### src/rtl/csi_rx_pkg.sv
// Shared types and constants for the CSI-2 receive packet sequencer.
package csi_rx_pkg;

    typedef enum logic [2:0] {
        ST_IDLE,
        ST_HDR,
        ST_PAYLOAD,
        ST_FOOTER,
        ST_DONE
    } pkt_state_t;

    // Synchronisation short-packet data types
    localparam logic [5:0] DT_FS = 6'h00;
    localparam logic [5:0] DT_FE = 6'h01;
    localparam logic [5:0] DT_LS = 6'h02;
    localparam logic [5:0] DT_LE = 6'h03;

    // Byte positions inside the 4-byte packet header
    localparam logic [1:0] HDR_IDX_DI    = 2'd0;
    localparam logic [1:0] HDR_IDX_WC_LO = 2'd1;
    localparam logic [1:0] HDR_IDX_WC_HI = 2'd2;
    localparam logic [1:0] HDR_IDX_ECC   = 2'd3;

endpackage

### src/rtl/csi_rx_packet_ctrl.sv
// Per-lane packet sequencer: splits the aligned byte stream into header,
// payload and footer, and drives the aligner's sync/done handshake.
module csi_rx_packet_ctrl
    import csi_rx_pkg::*;
#(
    parameter logic [15:0] MAX_WC      = 16'd8192,
    parameter logic [5:0]  LONG_DT_MIN = 6'h10
) (
    input  logic        clock,
    input  logic        reset_n,
    input  logic        enable,
    input  logic [7:0]  byte_in,
    input  logic        byte_vld,
    output logic        wait_for_sync,
    output logic        packet_done,
    output logic        hdr_vld,
    output logic [1:0]  vc,
    output logic [5:0]  data_type,
    output logic [15:0] word_count,
    output logic [7:0]  ecc,
    output logic [7:0]  pl_data,
    output logic        pl_vld,
    output logic        pl_last,
    output logic [15:0] crc,
    output logic        frame_start,
    output logic        frame_end,
    output logic        line_start,
    output logic        line_end,
    output logic        pkt_err
);

    pkt_state_t  state_q, state_d;
    logic [1:0]  idx_q, idx_d;
    logic [15:0] rem_q, rem_d;
    logic [7:0]  di_q, di_d;
    logic [7:0]  wc_lo_q, wc_lo_d;
    logic [7:0]  wc_hi_q, wc_hi_d;
    logic [7:0]  crc_lo_q, crc_lo_d;
    logic [1:0]  vc_q, vc_d;
    logic [5:0]  dt_q, dt_d;
    logic [15:0] wc_q, wc_d;
    logic [7:0]  ecc_q, ecc_d;
    logic [15:0] crc_q, crc_d;
    logic [7:0]  pl_data_q, pl_data_d;
    logic        pl_vld_q, pl_vld_d;
    logic        pl_last_q, pl_last_d;
    logic        hdr_vld_q, hdr_vld_d;
    logic        fs_q, fs_d, fe_q, fe_d, ls_q, ls_d, le_q, le_d;
    logic        pkt_err_q, pkt_err_d;

    logic [15:0] hdr_wc;
    logic        hdr_is_long;

    assign hdr_wc      = {wc_hi_q, wc_lo_q};
    assign hdr_is_long = (di_q[5:0] >= LONG_DT_MIN);

    // Next-state, counter and output computation; pulses default low every clock
    always_comb begin
        state_d   = state_q;
        idx_d     = idx_q;
        rem_d     = rem_q;
        di_d      = di_q;
        wc_lo_d   = wc_lo_q;
        wc_hi_d   = wc_hi_q;
        crc_lo_d  = crc_lo_q;
        vc_d      = vc_q;
        dt_d      = dt_q;
        wc_d      = wc_q;
        ecc_d     = ecc_q;
        crc_d     = crc_q;
        pl_data_d = pl_data_q;
        pl_vld_d  = 1'b0;
        pl_last_d = 1'b0;
        hdr_vld_d = 1'b0;
        fs_d      = 1'b0;
        fe_d      = 1'b0;
        ls_d      = 1'b0;
        le_d      = 1'b0;
        pkt_err_d = 1'b0;

        if (enable) begin
            case (state_q)
                ST_IDLE: begin
                    if (byte_vld) begin
                        di_d    = byte_in;
                        idx_d   = HDR_IDX_WC_LO;
                        state_d = ST_HDR;
                    end
                end
                ST_HDR: begin
                    if (!byte_vld) begin
                        pkt_err_d = 1'b1;
                        idx_d     = HDR_IDX_DI;
                        state_d   = ST_IDLE;
                    end else if (idx_q == HDR_IDX_WC_LO) begin
                        wc_lo_d = byte_in;
                        idx_d   = HDR_IDX_WC_HI;
                    end else if (idx_q == HDR_IDX_WC_HI) begin
                        wc_hi_d = byte_in;
                        idx_d   = HDR_IDX_ECC;
                    end else begin
                        // ECC byte completes the header: publish all fields at once
                        ecc_d     = byte_in;
                        vc_d      = di_q[7:6];
                        dt_d      = di_q[5:0];
                        wc_d      = hdr_wc;
                        hdr_vld_d = 1'b1;
                        fs_d      = (di_q[5:0] == DT_FS);
                        fe_d      = (di_q[5:0] == DT_FE);
                        ls_d      = (di_q[5:0] == DT_LS);
                        le_d      = (di_q[5:0] == DT_LE);
                        idx_d     = HDR_IDX_DI;
                        if (!hdr_is_long) begin
                            state_d = ST_DONE;
                        end else if (hdr_wc == 16'd0) begin
                            state_d = ST_FOOTER;
                        end else if (hdr_wc > MAX_WC) begin
                            pkt_err_d = 1'b1;
                            state_d   = ST_DONE;
                        end else begin
                            rem_d   = hdr_wc;
                            state_d = ST_PAYLOAD;
                        end
                    end
                end
                ST_PAYLOAD: begin
                    if (!byte_vld) begin
                        pkt_err_d = 1'b1;
                        rem_d     = 16'd0;
                        state_d   = ST_IDLE;
                    end else begin
                        pl_vld_d  = 1'b1;
                        pl_data_d = byte_in;
                        if (rem_q == 16'd1) begin
                            pl_last_d = 1'b1;
                            rem_d     = 16'd0;
                            state_d   = ST_FOOTER;
                        end else begin
                            rem_d = rem_q - 16'd1;
                        end
                    end
                end
                ST_FOOTER: begin
                    if (!byte_vld) begin
                        pkt_err_d = 1'b1;
                        idx_d     = HDR_IDX_DI;
                        state_d   = ST_IDLE;
                    end else if (idx_q == 2'd0) begin
                        crc_lo_d = byte_in;
                        idx_d    = 2'd1;
                    end else begin
                        crc_d   = {byte_in, crc_lo_q};
                        idx_d   = HDR_IDX_DI;
                        state_d = ST_DONE;
                    end
                end
                ST_DONE: begin
                    // The byte presented here is deliberately dropped
                    state_d = ST_IDLE;
                end
                default: begin
                    state_d = ST_IDLE;
                    idx_d   = HDR_IDX_DI;
                end
            endcase
        end
    end

    // State, counters and registered outputs
    always_ff @(posedge clock or negedge reset_n) begin
        if (!reset_n) begin
            state_q   <= ST_IDLE;
            idx_q     <= HDR_IDX_DI;
            rem_q     <= 16'd0;
            di_q      <= 8'd0;
            wc_lo_q   <= 8'd0;
            wc_hi_q   <= 8'd0;
            crc_lo_q  <= 8'd0;
            vc_q      <= 2'd0;
            dt_q      <= 6'd0;
            wc_q      <= 16'd0;
            ecc_q     <= 8'd0;
            crc_q     <= 16'd0;
            pl_data_q <= 8'd0;
            pl_vld_q  <= 1'b0;
            pl_last_q <= 1'b0;
            hdr_vld_q <= 1'b0;
            fs_q      <= 1'b0;
            fe_q      <= 1'b0;
            ls_q      <= 1'b0;
            le_q      <= 1'b0;
            pkt_err_q <= 1'b0;
        end else begin
            state_q   <= state_d;
            idx_q     <= idx_d;
            rem_q     <= rem_d;
            di_q      <= di_d;
            wc_lo_q   <= wc_lo_d;
            wc_hi_q   <= wc_hi_d;
            crc_lo_q  <= crc_lo_d;
            vc_q      <= vc_d;
            dt_q      <= dt_d;
            wc_q      <= wc_d;
            ecc_q     <= ecc_d;
            crc_q     <= crc_d;
            pl_data_q <= pl_data_d;
            pl_vld_q  <= pl_vld_d;
            pl_last_q <= pl_last_d;
            hdr_vld_q <= hdr_vld_d;
            fs_q      <= fs_d;
            fe_q      <= fe_d;
            ls_q      <= ls_d;
            le_q      <= le_d;
            pkt_err_q <= pkt_err_d;
        end
    end

    assign wait_for_sync = (state_q == ST_IDLE);
    assign packet_done   = (state_q == ST_DONE);
    assign hdr_vld       = hdr_vld_q;
    assign vc            = vc_q;
    assign data_type     = dt_q;
    assign word_count    = wc_q;
    assign ecc           = ecc_q;
    assign pl_data       = pl_data_q;
    assign pl_vld        = pl_vld_q;
    assign pl_last       = pl_last_q;
    assign crc           = crc_q;
    assign frame_start   = fs_q;
    assign frame_end     = fe_q;
    assign line_start    = ls_q;
    assign line_end      = le_q;
    assign pkt_err       = pkt_err_q;

endmodule

### config.mk
export PLATFORM = sky130hd
export DESIGN_NAME = csi_rx_packet_ctrl
export DESIGN_NICKNAME = d
export VERILOG_FILES = /design/src/rtl/csi_rx_pkg.sv /design/src/rtl/csi_rx_packet_ctrl.sv
export SDC_FILE = /design/constraint.sdc
export NUM_CORES = 1
export LEC_CHECK = 0
export CORE_AREA = 2 2 102 104
export CTS_CLUSTER_DIAMETER = 80
export DETAILED_ROUTE_END_ITERATION = 12
export DIE_AREA = 0 0 104 106
export GPL_TIMING_DRIVEN = 0
export PLACE_DENSITY_LB_ADDON = 0.25
export SKIP_LAST_GASP = 1
export SLEW_MARGIN = 5
export SYNTH_ARGS = -nofsm -noshare
export SYNTH_HDL_FRONTEND = slang
export SYNTH_SLANG_ARGS = --single-unit
### constraint.sdc
create_clock -name clock -period 4.78 [get_ports clock]
set_input_delay 1.434 -clock clock [delete_from_list [all_inputs] [get_ports clock]]
set_output_delay 1.434 -clock clock [all_outputs]
set_load 0.05 [all_outputs]
After elaboration in Yosys (flattened, before gate mapping)
Index checks and enable logic that the tools add are counted.
W data, S select, Z words.
{"block": "word_totals", "ff_bits": 117, "latch_bits": 0, "ramBits": 0, "rom_bits": 0, "in_bits": 12, "out_inout_bits": 66, "word_cells": 135, "mem_count": 0}
{"block": "classes", "addsub": 1, "multipliers": 0, "n_div": 0, "n_lt_le_gt_ge": 2, "eq_ne": 21, "n_shift": 0, "muxes": 69, "n_bitwise": 4, "n_reduce_logical": 17}
{"cell": "$mux W16", "count": 8}
{"cell": "$mux W1", "count": 42}
{"cell": "$mux W3", "count": 11}
{"cell": "$pmux W16 S2", "count": 1}
{"cell": "$eq A16 B1 Y1 const B", "count": 1}
{"cell": "$gt A16 B14 Y1 const B", "count": 1}
{"cell": "$logic_not A16 Y1", "count": 1}
{"cell": "$sub A16 B1 Y16 const B", "count": 1}
{"cell": "$ne A2 B2 Y1 const B", "count": 7}
{"cell": "$eq A6 B2 Y1 const B", "count": 2}
{"cell": "$ne A3 B3 Y1 const B", "count": 4}
{"cell": "$pmux W3 S4", "count": 1}
{"cell": "$reduce_and A4 Y1", "count": 3}
{"cell": "$reduce_and A5 Y1", "count": 2}
{"cell": "$reduce_and A3 Y1", "count": 3}
{"cell": "$mux W2", "count": 4}
{"cell": "$pmux W2 S4", "count": 1}
{"cell": "$reduce_and A8 Y1", "count": 1}
{"cell": "$eq A3 B2 Y1 const B", "count": 2}
{"cell": "$eq A6 B1 Y1 const B", "count": 1}
{"cell": "$ge A6 B5 Y1 const B", "count": 1}
{"cell": "$logic_not A6 Y1", "count": 1}
{"cell": "$reduce_and A6 Y1", "count": 1}
{"cell": "$not A1 Y1", "count": 4}
{"cell": "other kinds (9)", "count": 10}

Longest topological paths before layout
{"block": "depth", "word_depth": 9, "ltp_mapped": 10}

Worst setup path after synthesis
Ideal clock, no wire load.
{"block": "synth_timing", "path_type": "reg2out", "start": "reg state_q[1]", "end": "out wait_for_sync", "arrival_time_ns": 1.767, "t_required_ns": 3.346, "setup_slack_ns": 1.579, "stages_incl_launch_ff": 3, "n_path_buf": 1, "path_cell_list": "dfrtp_1 clkbuf_1 nor3_1"}
{"block": "synth_between", "elab_chain_cells": 1}
{"element": "start, declared", "line": "csi_rx_packet_ctrl.sv:32", "source": "pkt_state_t state_q, state_d;"}
{"element": "start signal, assigned", "line": "csi_rx_packet_ctrl.sv:194", "source": "state_q <= state_d;"}
{"element": "$logic_not A3 Y1", "line": "csi_rx_packet_ctrl.sv:218", "source": "assign wait_for_sync = (state_q == ST_IDLE);"}
{"element": "end, declared", "line": "csi_rx_packet_ctrl.sv:14", "source": "output logic wait_for_sync,"}
No other way between the ends.

Final worst setup path
{"block": "layout_timing", "start": "reg state_q[2]", "end": "out packet_done"}
{"block": "layout_between", "elab_chain_cells": 1}
{"element": "$eq A3 B3 Y1", "line": "csi_rx_packet_ctrl.sv:219", "source": "assign packet_done = (state_q == ST_DONE);"}
{"element": "end, declared", "line": "csi_rx_packet_ctrl.sv:15", "source": "output logic packet_done,"}
No other way between the ends.

==> metrics.csv <==
stage,metric,value,unit
synth,Async SR Flop Fraction,1.00,
worst_setup_path,kind of critical path,register to output port,
sta,RSZ-0062 raised after global routing,no,
sta,max frequency,0.231,GHz
placed_design,hpwl dp,8.59,mm
clock_network,clk root buf,clkbuf_8,
grt,antenna violations before repair,0,
worst_setup_path,CP Capture Type,output port,
sta,Worst slew margin,0.502,
worst_setup_path,r2r worst-path depth,6,
cells_and_area,layout cells sized above 1,0.280,
synth,Syn Nets,434,
power_and_ir_drop,pwr/cell area,782,nW/um^2
placed_design,DP Cell Count,629,
clock_network,post-CTS setup buffers,0,
clock_network,CTS resizes,0,
power_and_ir_drop,Comb pwr share,0.439,
route,WL final,12.7,mm
synth,Yosys reg bits,117,
route,Final ANT Viol Nets,0,
clock_network,Clock Sinks,117,
sta,Final WS setup,0.456,ns
power_and_ir_drop,clock power share,0.242,
placed_design,routability cong.,0.954,
floorplan,Vert. Die Dim,106,um
worst_setup_path,crit path launch type,register,
cells_and_area,number of fill cells,746,
floorplan,# IOs,78,
power_and_ir_drop,total leakage power,2.98,nW
grt,number of global-route vias before repair,3870,
worst_setup_path,worst-path fanout max,10,
synth,"Distinct cells, synth",53,
synth,Yosys Warn Count,0,
worst_setup_path,WP depth,5,
floorplan,Core ar.,10000,sq um
floorplan,# rows,37,
synth,XOR/XNOR Fraction of Synth Area,0.00169,
floorplan,die width,104,um
route,via count,3747,
sta,worst hold slack,0.478,ns
worst_setup_path,Worst path slowest cell,clkdlybuf4s50_1,
synth,mux contribution to synthesized area,0.193,
worst_setup_path,data required time of the worst path,3.35,ns
min_path,Worst Hold Path Cells,1,
synth,sequential-to-total area share from yosys stat,0.564,
floorplan,Die ar.,11000,sq um
clock_network,"CTS clk-pin slew, worst paths",0.06,ns
power_and_ir_drop,internal power,3.06,mW
synth,Yosys top cell area share,0.564,
grt,largest net degree at the start of global routing,88,
synth,synth top area cells,"dfrtp_1 (56%), mux2_2 (19%), nor2_1 (2.2%)",
sta,worst-margin pin slew,0.744,ns
synth,Commonest cells post-synth,"dfrtp_1 (117), mux2_2 (88), nor2_1 (31)",
worst_setup_path,CP bufs+invs,4,
synth,syn_area_per_cell,12.5,sq um
power_and_ir_drop,worst vdd ir,0.000574,V
route,average wire per standard cell,19.3,um
synth,Synth Area in Compound Gates,0.0889,
grt,first-pass GRT wire length,20.8,mm
worst_setup_path,crit path DAT,2.89,ns
grt,GRT Overall Usage,0.246,
worst_setup_path,CP max stage delay,0.80,ns
placed_design,DP Worst Slack,0.985,ns
sta,Max Slew Vio Count,0,
route,TritonRoute pass-1 iters,4,
clock_network,H-tree depth,4,
synth,combinational family with the most area after synthesis,multiplexers,
synth,most frequent cell after synthesis,dfrtp_1,
power_and_ir_drop,Sw Ratio,0.420,
run_status,status,"finished, final reports clean",
route,via density per instance,5.67,
clock_network,clk buf depth,2,
synth,number of synthesized flops with an enable pin,0,
clock_network,CTS buffer count,17,
route,DRT iter0 DRCs,228,
synth,Post-Syn Instances,416,
sta,Max Clock Skew,0.00795,ns
cells_and_area,ANT cells,0,
worst_setup_path,cell mode on critical path,clkbuf_1,
placed_design,number of port buffers,76,
worst_setup_path,CP cell instances,buf_2 -> clkbuf_1 -> clkbuf_1 -> and2_1 -> clkdlybuf4s50_1,
power_and_ir_drop,Net Switching,2.22,mW
clock_network,Worst-Skew Late Latency,0.51,ns
clock_network,CTS tree,built,
sta,final setup vio count,0,
floorplan,Initial Utilization,0.519,
clock_network,hold buffers post-CTS,0,
synth,simple-gate share of the synthesized area,0.114,
synth,Synth Area in Adders,0.0145,
cells_and_area,Final #Nets,530,
power_and_ir_drop,sequential share of power,0.319,
sta,"Hold Vio Cnt, Final",0,
cells_and_area,final cell count without fillers,661,
synth,Mapped Area,5190,sq um
run,Max Cap Viol,0,
synth,Synth Flop Type,dfrtp_1,
grt,Congestion Overflow GR,0,
sta,final worst path period share,0.905,
cells_and_area,Area Growth Syn to Fin,30.1,%
sta,post-layout minimum cycle time,4.32,ns
synth,post-synth top area cell,dfrtp_1,
worst_setup_path,Crit path max-delay family,buffers and inverters,
route,Residual DRC,0,
min_path,HP Class,register to register,
kinds of logic after synthesis:
kind of cell             after synthesis
flip-flops                           117
AND/OR/NAND/NOR                      108
multiplexers                          89
AO/OA/AOI/OAI                         68
buffers and inverters                 27
adder cells (fa/ha/maj)                6
XOR/XNOR                               1
through the flow:
step                utilization  setup TNS [ns]  area [sq um]  power, mW
CTS                       0.675               0          6750       5.30
detailed placement        0.615               0          6150       3.99
finish                    0.675               0          6750       5.28
global placement          0.612         -246.75          6120       3.93
floorplan                     -               0          5190       3.24
global route              0.675               0          6750       5.54
routing by layer:
metal	track usage	wire length [um]	part of all wire
met1	0.319	5520	0.43
met2	0.397	6230	0.49
met3	0.0914	873	0.069
met4	0.0589	120	0.0094
met5	0	0	0
cell usage in the layout (no fill, tap or decap), types with 6 or more instances in the layout:
master           count
dfrtp_1            117
mux2_2              88
clkdlybuf4s50_1     75
nor2_1              31
nand2_1             21
clkbuf_16           16
o21ai_0             13
nor3_1              12
a21oi_1             12
inv_1               10
buf_2                7
o21ai_1              7
o31ai_1              7
clkbuf_1             6
nand3_1              6
a22oi_1              6
ha_1                 6
registers in the layout (all words and copies together) (netlist names), 3 cells and up:
name / cells
crc: 16
rem_q: 16
word_count: 16
crc_lo_q: 8
di_q: 8
ecc: 8
pl_data: 8
wc_hi_q: 8
wc_lo_q: 8
data_type: 6
state_q: 3
cell type report:
type / instances / area (sq um) / area share
Clock inverter: 14 / 175 / 0.0259
Sequential cell: 117 / 2930 / 0.433
Timing Repair Buffer: 77 / 790 / 0.117
Inverter: 10 / 37.5 / 0.00556
Multi-Input combinational cell: 272 / 2140 / 0.317
Tap cell: 136 / 170 / 0.0252
Clock buffer: 18 / 428 / 0.0634
Buffer: 17 / 87.6 / 0.0130
power by group through the flow:
stage | Combinational [mW] | Clock (mW) | Sequential [mW]
3_3_place_gp | 2.26 | 0 | 1.67
3_5_place_dp | 2.30 | 0 | 1.69
4_1_cts | 2.32 | 1.29 | 1.68
5_1_grt | 2.46 | 1.35 | 1.74
2_1_floorplan | 0.929 | 0 | 2.31
6_report | 2.32 | 1.28 | 1.69
path summary, 6_finish.rpt:
path,from,end,slack (ns)
worst max register to register,state_q[2],crc[6],2.42
worst max-delay path,state_q[2],packet_done,0.46
min in group asynchronous,reset_n,rem_q[15],0.80
worst min-delay path,di_q[0],line_start,0.48
worst min register to register,di_q[0],line_start,0.48
max in group asynchronous,reset_n,rem_q[8],3.25
worst register-to-register path, stage by stage (launching register included):
cell     delay [ns]
dfrtp_1        0.35
buf_2          0.17
and2b_1        0.31
nand2_1        0.11
nor3_2         0.61
buf_4          0.32
mux2_2         0.36
No activity file was read; power rests on OpenSTA's default activity.
